File: src/rtl/issue_pkg.sv
// Shared definitions for the issue stage: ARM condition codes, CPSR flag
// positions, FSM states and the condition-evaluation helper.
package issue_pkg;

  localparam logic [3:0] COND_EQ = 4'b0000;
  localparam logic [3:0] COND_NE = 4'b0001;
  localparam logic [3:0] COND_CS = 4'b0010;
  localparam logic [3:0] COND_CC = 4'b0011;
  localparam logic [3:0] COND_MI = 4'b0100;
  localparam logic [3:0] COND_PL = 4'b0101;
  localparam logic [3:0] COND_VS = 4'b0110;
  localparam logic [3:0] COND_VC = 4'b0111;
  localparam logic [3:0] COND_HI = 4'b1000;
  localparam logic [3:0] COND_LS = 4'b1001;
  localparam logic [3:0] COND_GE = 4'b1010;
  localparam logic [3:0] COND_LT = 4'b1011;
  localparam logic [3:0] COND_GT = 4'b1100;
  localparam logic [3:0] COND_LE = 4'b1101;
  localparam logic [3:0] COND_AL = 4'b1110;
  localparam logic [3:0] COND_NV = 4'b1111;

  localparam int CPSR_N_BIT = 31;
  localparam int CPSR_Z_BIT = 30;
  localparam int CPSR_C_BIT = 29;
  localparam int CPSR_V_BIT = 28;
  localparam int COND_MSB   = 31;
  localparam int COND_LSB   = 28;

  typedef enum logic {
    WAIT_READY = 1'b0,
    WAIT_DROP  = 1'b1
  } issueState_e;

  // nzcv packs the flags in CPSR order: {N, Z, C, V}.
  function automatic logic cond_pass(input logic [3:0] cond, input logic [3:0] nzcv);
    logic n, z, c, v;
    {n, z, c, v} = nzcv;
    unique case (cond)
      COND_EQ: cond_pass = z;
      COND_NE: cond_pass = !z;
      COND_CS: cond_pass = c;
      COND_CC: cond_pass = !c;
      COND_MI: cond_pass = n;
      COND_PL: cond_pass = !n;
      COND_VS: cond_pass = v;
      COND_VC: cond_pass = !v;
      COND_HI: cond_pass = c && !z;
      COND_LS: cond_pass = !c || z;
      COND_GE: cond_pass = (n == v);
      COND_LT: cond_pass = (n != v);
      COND_GT: cond_pass = !z && (n == v);
      COND_LE: cond_pass = z || (n != v);
      COND_AL: cond_pass = 1'b1;
      default: cond_pass = 1'b0;
    endcase
  endfunction

endpackage

File: src/rtl/sync2.sv
// Generic two-flop level synchronizer with asynchronous active-low reset.
module sync2 #(
  parameter int WIDTH = 1
) (
  input  logic             clk,
  input  logic             reset,
  input  logic [WIDTH-1:0] d,
  output logic [WIDTH-1:0] q
);

  logic [WIDTH-1:0] stage1;
  logic [WIDTH-1:0] stage2;

  // NOTE: sequential state uses non-blocking assignments so every flop samples
  // pre-edge values; blocking here would collapse the two stages into one.
  always_ff @(posedge clk or negedge reset) begin
    if (!reset) begin
      stage1 <= '0;
      stage2 <= '0;
    end else begin
      stage1 <= d;
      stage2 <= stage1;
    end
  end

  assign q = stage2;

endmodule

File: src/rtl/issue_stage.sv
// Toggle-handshake consumer from fetch feeding a small FIFO toward decode.
// Define ISSUE_COND_FILTER_EN to drop words whose ARM condition fails on CPSR.
module issue_stage #(
  parameter int DEPTH = 4,
  parameter int CNT_W = 16
) (
  input  logic                     clk,
  input  logic                     reset,
  input  logic                     readyIn,
  input  logic [31:0]              dataIn,
  output logic                     triggerOut,
  input  logic [31:0]              cpsr,
  input  logic                     flush,
  output logic                     out_valid,
  output logic [31:0]              out_instr,
  input  logic                     out_ready,
  output logic [$clog2(DEPTH):0]   level,
  output logic [CNT_W-1:0]         skip_count
);

  import issue_pkg::*;

  localparam int PTR_W = $clog2(DEPTH);
  localparam int LVL_W = PTR_W + 1;

  logic              readyS;
  issueState_e       state, nextState;
  logic              capture;
  logic              filterPass;
  logic              push, pop;
  logic              triggerQ;
  logic [LVL_W-1:0]  levelQ;
  logic [PTR_W-1:0]  wrPtr, rdPtr;
  logic [31:0]       headQ;
  logic [31:0]       mem [DEPTH];

  sync2 #(.WIDTH(1)) uReadySync (
    .clk   (clk),
    .reset (reset),
    .d     (readyIn),
    .q     (readyS)
  );

`ifdef ISSUE_COND_FILTER_EN
  logic [CNT_W-1:0] skipQ;

  assign filterPass = cond_pass(dataIn[COND_MSB:COND_LSB],
                                {cpsr[CPSR_N_BIT], cpsr[CPSR_Z_BIT],
                                 cpsr[CPSR_C_BIT], cpsr[CPSR_V_BIT]});

  // Rejected words still complete the handshake; only the count moves.
  always_ff @(posedge clk or negedge reset) begin
    if (!reset) begin
      skipQ <= '0;
    end else if (capture && !filterPass && (skipQ != '1)) begin
      skipQ <= skipQ + CNT_W'(1);
    end
  end

  assign skip_count = skipQ;
`else
  logic unusedCpsr;
  assign unusedCpsr = ^cpsr;
  assign filterPass = 1'b1;
  assign skip_count = '0;
`endif

  always_ff @(posedge clk or negedge reset) begin
    if (!reset) state <= WAIT_READY;
    else        state <= nextState;
  end

  // NOTE: every output of this block gets a default first, so no path through
  // the case leaves a signal unassigned and no latch is inferred.
  always_comb begin
    nextState = state;
    capture   = 1'b0;
    unique case (state)
      WAIT_READY: begin
        if (readyS && (levelQ < LVL_W'(DEPTH))) begin
          capture   = 1'b1;
          nextState = WAIT_DROP;
        end
      end
      WAIT_DROP: begin
        if (!readyS) nextState = WAIT_READY;
      end
      default: nextState = WAIT_READY;
    endcase
  end

  assign push = capture && filterPass && !flush;
  assign pop  = (levelQ != '0) && out_ready && !flush;

  always_ff @(posedge clk or negedge reset) begin
    if (!reset) begin
      triggerQ <= 1'b0;
      levelQ   <= '0;
      wrPtr    <= '0;
      rdPtr    <= '0;
      headQ    <= '0;
    end else begin
      if (capture) triggerQ <= ~triggerQ;
      if (flush) begin
        levelQ <= '0;
        wrPtr  <= '0;
        rdPtr  <= '0;
      end else begin
        levelQ <= levelQ + LVL_W'(push) - LVL_W'(pop);
        if (push) wrPtr <= wrPtr + PTR_W'(1);
        if (pop)  rdPtr <= rdPtr + PTR_W'(1);
        // Head register: bypass the incoming word when it becomes the head,
        // otherwise pre-load the next stored entry on a pop.
        if (push && ((levelQ == '0) || (pop && (levelQ == LVL_W'(1))))) begin
          headQ <= dataIn;
        end else if (pop && (levelQ > LVL_W'(1))) begin
          headQ <= mem[rdPtr + PTR_W'(1)];
        end
      end
    end
  end

  // NOTE: the storage array has no reset; occupancy is tracked by levelQ, so
  // stale contents are never observed and the array stays plain RAM.
  always_ff @(posedge clk) begin
    if (push) mem[wrPtr] <= dataIn;
  end

  assign triggerOut = triggerQ;
  assign out_valid  = (levelQ != '0);
  assign out_instr  = headQ;
  assign level      = levelQ;

endmodule
File: config.mk
export PLATFORM = sky130hd
export DESIGN_NAME = issue_stage
export DESIGN_NICKNAME = d
export VERILOG_FILES = /design/src/rtl/issue_pkg.sv /design/src/rtl/sync2.sv /design/src/rtl/issue_stage.sv
export SDC_FILE = /design/constraint.sdc
export NUM_CORES = 1
export LEC_CHECK = 0
export ABC_AREA = 1
export ABC_CLOCK_PERIOD_IN_PS = 4150
export CAP_MARGIN = 20
export CORE_ASPECT_RATIO = 1.75
export CORE_MARGIN = 8
export CORE_UTILIZATION = 35
export CTS_BUF_LIST = sky130_fd_sc_hd__clkbuf_16
export CTS_CLUSTER_DIAMETER = 30
export DETAILED_ROUTE_END_ITERATION = 12
export SLEW_MARGIN = 30
export SYNTH_ARGS = -nofsm -noshare
export SYNTH_HDL_FRONTEND = slang
export SYNTH_SLANG_ARGS = --single-unit
File: constraint.sdc
create_clock -name clk -period 4.15 [get_ports clk]
set_clock_uncertainty 0.05 [all_clocks]
set_input_delay 1.0375 -clock clk [delete_from_list [all_inputs] [get_ports clk]]
set_output_delay 1.0375 -clock clk [all_outputs]
set_load 0.005 [all_outputs]
Yosys cells after proc, flatten, opt, wreduce, memory -nomap -nowiden
Memories as Yosys holds them, arrays and structs flattened.
Index checks and enable logic that the tools add are counted.
{ "totals": {"reg_bits": 43, "ram_bits": 128, "output_inout_bits": 53, "n_memories": 1} }
{ "classes": {"add_sub_neg": 4, "order_cmp": 2, "eq_ne": 1, "muxes": 13, "bitwise_logic": 3, "n_reduce_logical": 15} }
{ "mem_list": {"columns": ["name", "words", "word_bits", "read_ports", "rd_ports_with_merged_regs", "wr", "line_no", "text"], "rows": [
  ["mem", 4, 32, 1, 0, 1, "issue_stage.sv:35", "logic [31:0] mem [DEPTH];"]
]} }
{ "op_table": {"columns": ["op", "count"], "rows": [
  ["$mux 32", 2],
  ["$mux 2", 4],
  ["$logic_and 1x1->1", 7],
  ["$reduce_bool 2->1", 3],
  ["$mux 1", 5],
  ["$add 2x1->2 const B", 2],
  ["$add 3x1->3", 1],
  ["$eq 3x1->1 const B", 1],
  ["$gt 3x1->1 const B", 1],
  ["$logic_not 3->1", 1],
  ["$lt 3x3->1 const B", 1],
  ["$mux 3", 1],
  ["$not 1->1", 3],
  ["$reduce_bool 3->1", 1],
  ["$sub 3x1->3", 1],
  ["$pmux 1 s2", 1],
  ["$reduce_and 2->1", 1],
  ["$logic_not 1->1", 1],
  ["$logic_or 1x1->1", 1]
]} }

Depth between registers and ports, before layout
Gate-level depths: netlist (run 1).
{ "logic_depth": {"ltp_word": 8, "ltp_mapped": 12} }

By module
From an unflattened synthesis (run 1), not the netlist that was laid out.
{ "unflattened": {"hier_cells": 804, "hier_area_um2": 7723.7} }
{ "modules_own_cells": {"columns": ["mod", "n_inst", "cells_each", "area_per_inst_um2"], "rows": [
  ["issue_stage", 1, 802, 7673.6],
  ["sync2", 1, 2, 50.0]
]} }

Least setup slack after synthesis (run 1)
Ideal clock, no wire load.
{ "synth_path": {"path_kind": "input-to-reg", "startpoint": "in flush", "endpoint": "mem mem[0][0], enable pin", "arrival_time_ns": 2.987, "required_time_ns": 3.679, "setup_slack_ns": 0.692, "cell_stages": 5, "path_cell_list": "buf_4 -> nor2_8 -> buf_2 -> inv_2 -> nor2_1"} }
{ "synth_via": {"elab_chain_cells": 4} }
{ "synth_lines": {"columns": ["element", "line_no", "text"], "rows": [
  ["from (decl)", "issue_stage.sv:13", "input logic flush,"],
  ["$logic_not 1->1", "issue_stage.sv:92", "assign push = capture && filterPass && !flush;"],
  ["$logic_and 1x1->1", "issue_stage.sv:92", null],
  ["$mux 1", "issue_stage.sv:126", "if (push) mem[wrPtr] <= dataIn;"],
  ["$mux 1 (not written as such)", "issue_stage.sv:126", null],
  ["to (decl)", "issue_stage.sv:35", null]
]} }
Every way passes these cells.

Final worst setup path (run 1)
{ "layout_path": {"startpoint": "in flush", "endpoint": "reg headQ[17] (netlist: out_instr[17])"} }
{ "layout_via": {"elab_chain_cells": 7} }
{ "layout_lines": {"columns": ["element", "line_no", "text"], "rows": [
  ["$logic_not 1->1", "issue_stage.sv:92, issue_stage.sv:93", null],
  ["$logic_and 1x1->1", "issue_stage.sv:93", "assign pop = (levelQ != '0) && out_ready && !flush;"],
  ["$logic_and 1x1->1", "issue_stage.sv:114", "if (push && ((levelQ == '0) || (pop && (levelQ == LVL_W'(1))))) begin"],
  ["$logic_or 1x1->1", "issue_stage.sv:114", null],
  ["$logic_and 1x1->1", "issue_stage.sv:114", null],
  ["$reduce_bool 2->1 (no line)", null, null],
  ["$reduce_and 2->1 (no line)", null, null],
  ["to (signal assigned)", "issue_stage.sv:115", "headQ <= dataIn;"],
  ["to (signal assigned)", "issue_stage.sv:117", "headQ <= mem[rdPtr + PTR_W'(1)];"],
  ["to (decl)", "issue_stage.sv:34", "logic [31:0] headQ;"]
]} }
Parallel ways exist; a longest one is shown, timed or not.
A chain may end at the register's enable or synchronous reset.

==> out/results.txt, run 1 <==
status -> completed
vias in the first global route -> 5,400
Finish-stage setup viols -> 0
Final ANT Viol Nets -> 0
Starting Density -> 35.3%
global route total overflow -> 0
critical path arrival -> 3.32 ns
Die Height -> 213 um
Top FF cell, synth -> edfxtp_1
Slew HR -> 46.5%
slew of the pin with the lowest slew margin -> 0.799 ns
total number of vias -> 5,362
Sw Pwr -> 2000 uW
Port Buf Inserts -> 73
Peak VDD IR -> 0.276 mV
die width -> 129 um
Placed Area -> 0.00868 mm^2
drt pass-1 iters -> 4
Final Hold Viols -> 0
Synth area leaders -> edfxtp_1 50%, nand2_1 19%, dfrtp_1 14%, nand4_1 2.6%, nand3_1 2.3%
number of synthesized flops with an enable pin -> 128
internal power -> 3750 uW
Filler cells -> 2,118
CTS sink count -> 171
WP data required -> 4.40 ns
antenna violations before repair -> 0
share of cells above drive strength 1 -> 7.01%
Post-Syn Area per Cell -> 9.65 um^2
Seq pwr share -> 38.4%
Worst setup SP type -> input port
Fin Setup TNS -> 0 ns
placed cell count -> 1,148
Area growth, synth to finish -> 19.3%
Net Sw Frac -> 34.8%
mapped cell area -> 0.00776 mm^2
CP max FO -> 33
RSZ-0062 raised after global routing -> false
Multi-input gate area -> 0.00224 mm^2
largest net degree at the start of global routing -> 36
Register Area -> 0.00492 mm^2
minimum clock period -> 3.07 ns
total die area -> 0.0274 mm^2
first-pass GRT wire length -> 28,600 um
initial drt markers -> 303
setup bufs post-CTS -> 0
Syn. warnings -> 0
Max-Cap Viols -> 0
Mapped Cells -> 804
I/O pins -> 122
synth unique cells -> 26
Reg clk slew, reported paths -> 0.06 ns
Final Wtd Congestion -> 0.746
Clk pwr share -> 26.7%
most frequent cell after synthesis -> nand2_1
Final Non-Filler Cells -> 1,180
hold crit path type -> reg2reg
Post-synth top cells -> 396 x nand2_1, 128 x edfxtp_1, 45 x inv_1
Leakage -> 0.00410 uW
Worst setup EP type -> flop
CTS tree -> yes
Synth top area share -> 49.5%
sequential area share after synthesis -> 63.4%
P per Cell Area -> 622 mW/mm^2
CTS buffer count -> 17
Final Util -> 42.1%
Routed wire per std cell -> 15.4 um
Clock Latency Late Sink -> 0.42 ns
post-synth top area cell -> edfxtp_1
hold slack -> 0.301 ns
Slew Viols, Final -> 0
Antenna Cells -> 0
FP Rows -> 72
maximum buffer depth of the clock tree -> 2
Clock Tree Root -> clkbuf_16
fmax -> 326 MHz
final net count -> 948
Residual DRC -> 0
post-route cell area -> 0.00926 mm^2
H-tree depth -> 4
PostCTS Resize Cnt -> 0
Core Area -> 0.0220 mm^2
Vias/cell -> 4.54
Yosys reg bits -> 171
ys async rst share -> 25.1%
combinational fraction of design power -> 34.9%
crit share post-route -> 73.9%
placed wire-length estimate -> 11,100 um
All-Layer GR Usage -> 13.9%
final wirelength -> 18,100 um
CP Class -> in2reg
hold buffer count at cts -> 0
## placed cells by master (no fill, tap or decap), types with 2 or more instances in the layout
cell type          n
dfrtp_1           43
ha_1               7
bufinv_16          2
o21ai_1            4
nand2_2            2
nor2_1             5
nor2_4             4
buf_4             14
nand2_1          396
xnor2_1            2
inv_6              2
nand3_4            2
clkdlybuf4s50_1   72
clkbuf_16         17
nand4_1           32
clkinv_1          32
inv_1             47
clkinv_4           4
conb_1            16
edfxtp_1         128
inv_2              7
nand3_1           35
## path summary, 6_finish.rpt
| check | from | to | slack [ns] | cells past startpoint |
|---|---|---|---|---|
| max in group asynchronous | reset | out_instr[0] | 2.78 | 2 |
| hold reg to reg | uReadySync.stage1 | uReadySync.q | 0.30 | 0 |
| min in group asynchronous | reset | out_instr[14] | 0.51 | 1 |
| hold / removal | uReadySync.stage1 | uReadySync.q | 0.30 | 0 |
| setup reg to reg | rdPtr[1] | out_instr[26] | 1.78 | 9 |
| setup / recovery | flush | out_instr[17] | 1.08 | 7 |
## routing by layer
metal	GRT usage [%]	wire length (um)	up-vias
met2	25.9	9810	136
met3	2.38	876	21
met4	6.23	384	0
li1	-	-	2661
met5	0	0	-
met1	14.8	7070	2544
## critical path: stages
cell	delay (ns)
clkdlybuf4s50_1	0.65
nor2_8	0.44
nand3_4	0.13
nand2_4	0.40
inv_2	0.43
nand2_1	0.15
nand2_1	0.06
## logic make-up after synthesis
kind of cell / count (synthesis) / synth area share, %
flip-flops: 171 / 63.4
buffers and inverters: 137 / 8.92
adder cells (fa/ha/maj): 8 / 1.39
other: 1 / 0.0483
AO/OA/AOI/OAI: 6 / 0.532
AND/OR/NAND/NOR: 479 / 25.5
XOR/XNOR: 2 / 0.226
## state kept, by name, indices dropped and copies added (netlist names)
register           cells
uReadySync.q           1
state                  1
level                  3
wrPtr                  2
out_instr             32
triggerOut             1
rdPtr                  2
mem                  128
uReadySync.stage1      1
## power by group through the flow
stage	logic (uW)	registers (uW)	clock network [uW]
after floorplan	1320	2250	0
after global placement	2020	2250	0
after detailed placement	2040	2250	0
after CTS	2050	2220	1560
after global routing	2290	2250	1640
final	2010	2210	1540
## metrics by stage
| step | total power, uW | worst slack [ns] |
|---|---|---|
| 3_3_place_gp | 4260 | 0.679 |
| 6_report | 5760 | 1.08 |
| 3_5_place_dp | 4280 | 0.637 |
| 2_1_floorplan | 3570 | 0.692 |
| 4_1_cts | 5830 | 1.07 |
| 5_1_grt | 6170 | 0.940 |
## cell type report
class | instances | share of cell area (%)
clock inverters | 15 | 1.63
repair buffers | 88 | 9.19
clock buffers | 17 | 4.59
inverters | 82 | 3.32
well taps | 296 | 4.00
multi-input cells | 511 | 24.1
flip-flops and latches | 171 | 53.1
(Power assumes the default switching activity.)
==> run 2, diff against run 1 <==
ABC_CLOCK_PERIOD_IN_PS = 2700   (was 4150)
clock period = 2.7 ns   (was 4.15 ns; I/O delays follow)
==> run 2 against run 1 <==
  * Sequential power rose by 54%
  * Critical endpoint is now out_valid
  * Via count rose by 0.65%
  * Largest cell class unchanged
  * Critical path depth fell by 4
==> out/results.txt, run 2 (synthesized netlist as in run 1, its figures left out) <==
setup bufs post-CTS -> 0 (unchanged)
max FFs per register -> 128 (unchanged)
first-pass GRT wire length -> 28,600 um (about the same)
Final Hold Viols -> 0 (unchanged)
final wirelength -> 18,300 um (was 18,100 um)
status -> completed (unchanged)
total chip power -> 8880 uW (was 5760 uW)
post-route cell area -> 0.00939 mm^2 (was 0.00926 mm^2)
PostCTS Resize Cnt -> 0 (unchanged)
slew of the pin with the lowest slew margin -> 0.738 ns (was 0.799 ns)
CTS buffer count -> 17 (unchanged)
die width -> 129 um (unchanged)
pre-CTS setup slack -> 0.0251 ns (was 0.637 ns)
I/O pins -> 122 (unchanged)
largest net degree at the start of global routing -> 65 (was 36)
Clock Tree Root -> clkbuf_16 (unchanged)
maximum buffer depth of the clock tree -> 2 (unchanged)
CTS tree -> yes (unchanged)
Port Buf Inserts -> 73 (unchanged)
global route total overflow -> 0 (unchanged)
Worst setup EP type -> output port (was flop)
Final Wtd Congestion -> 0.752 (was 0.746)
vias in the first global route -> 5,335 (was 5,400)
Slew HR -> 50.8% (was 46.5%)
min setup slack post-route -> 0.279 ns (was 1.08 ns)
Die Height -> 213 um (unchanged)
Vias/cell -> 4.52 (was 4.54)
RSZ-0062 raised after global routing -> false (unchanged)
Peak VDD IR -> 0.523 mV (was 0.276 mV)
most frequent cells in the layout -> 396 x nand2_1, 128 x edfxtp_1, 72 x clkdlybuf4s50_1, 45 x inv_1, 43 x dfrtp_1 (was 396 x nand2_1, 128 x edfxtp_1, 72 x clkdlybuf4s50_1, 47 x inv_1, 43 x dfrtp_1)
Worst setup SP type -> flop (was input port)
initial drt markers -> 294 (was 303)
Slew Viols, Final -> 0 (unchanged)
antenna violations before repair -> 0 (unchanged)
Clock Latency Late Sink -> 0.43 ns (was 0.42 ns)
Final Util -> 42.7% (was 42.1%)
share of cells above drive strength 1 -> 8.80% (was 7.01%)
final net count -> 962 (was 948)
Residual DRC -> 0 (unchanged)
Leakage -> 0.00415 uW (was 0.00410 uW)
fmax -> 413 MHz
Starting Density -> 35.3% (unchanged)
hold crit path type -> in2async (was reg2reg)
most common cell after layout, fill and taps aside -> nand2_1 (unchanged)
Finish-stage setup viols -> 0 (unchanged)
Multi-input gate area -> 0.00224 mm^2 (unchanged)
Filler cells -> 2,107 (was 2,118)
R2R setup slack -> 0.61 ns (was 1.78 ns)
hold buffer count at cts -> 0 (unchanged)
CTS sink count -> 171 (unchanged)
Placed Area -> 0.00883 mm^2 (was 0.00868 mm^2)
Biggest register -> mem (unchanged)
WP data required -> 1.98 ns (was 4.40 ns)
All-Layer GR Usage -> 13.9% (about the same)
critical path arrival -> 1.70 ns (was 3.32 ns)
total die area -> 0.0274 mm^2 (unchanged)
placed wire-length estimate -> 11,700 um (was 11,100 um)
H-tree depth -> 4 (unchanged)
CP Class -> reg2out (was in2reg)
Max-Cap Viols -> 0 (unchanged)
FP Rows -> 72 (unchanged)
drt pass-1 iters -> 4 (unchanged)
Final ANT Viol Nets -> 0 (unchanged)
total number of vias -> 5,397 (was 5,362)
Area growth, synth to finish -> 20.9% (was 19.3%)
P per Cell Area -> 946 mW/mm^2 (was 622 mW/mm^2)
minimum clock period -> 2.42 ns
Routed wire per std cell -> 15.4 um (about the same)
CP max FO -> 4 (was 33)
Core Area -> 0.0220 mm^2 (unchanged)
Antenna Cells -> 0 (unchanged)
Register Area -> 0.00492 mm^2 (unchanged)
Reg clk slew, reported paths -> 0.07 ns (was 0.06 ns)
crit share post-route -> 89.7%
==> run 2: worst paths after layout <==
check,cells past startpoint,endpoint,start
max reg2reg,10,level[2],level[1]
min in group clk,0,uReadySync.q,uReadySync.stage1
max in group asynchronous,2,out_instr[24],reset
min reg2reg,0,uReadySync.q,uReadySync.stage1
min,2,out_instr[14],reset
max,3,out_valid,level[1]
==> run 2: final cells by class <==
type | count | share of cell area [%]
inverter | 82 | 3.28
multi-input combinational | 511 | 23.8
clock inverter | 15 | 1.43
tap | 296 | 3.95
clock buffer | 17 | 4.53
timing repair buffer | 102 | 10.6
sequential | 171 | 52.4
==> run 2: through the flow <==
| stage | TNS, ns | hold slack (ns) | std cells |
|---|---|---|---|
| global route | 0 | 0.306 | 1194 |
| global placement | 0 | 0.285 | 1162 |
| floorplan | -50.65 | 0.281 | 819 |
| CTS | 0 | 0.300 | 1194 |
| detailed placement | 0 | 0.285 | 1162 |
| finish | 0 | 0.289 | 1194 |
==> run 2: metal layers <==
| metal | global-route usage [%] | part of all wire, % |
|---|---|---|
| met5 | 0 | 0 |
| met4 | 6.68 | 2.3 |
| met2 | 27.1 | 55 |
| met3 | 2.43 | 4.2 |
| met1 | 13.8 | 38 |
==> run 2: power breakdown <==
group / leakage (uW) / internal (uW) / total, uW / switching (uW)
clock network: 0.000267 / 1210 / 2310 / 1100
registers: 0.00170 / 3210 / 3400 / 185
logic: 0.00219 / 1260 / 3180 / 1910
==> run 2: worst max-delay path: stages (launching register included) <==
cell and delay (ns):
dfrtp_1 0.44, nor2_1 0.19, nand2_1 0.16, clkdlybuf4s50_1 0.49
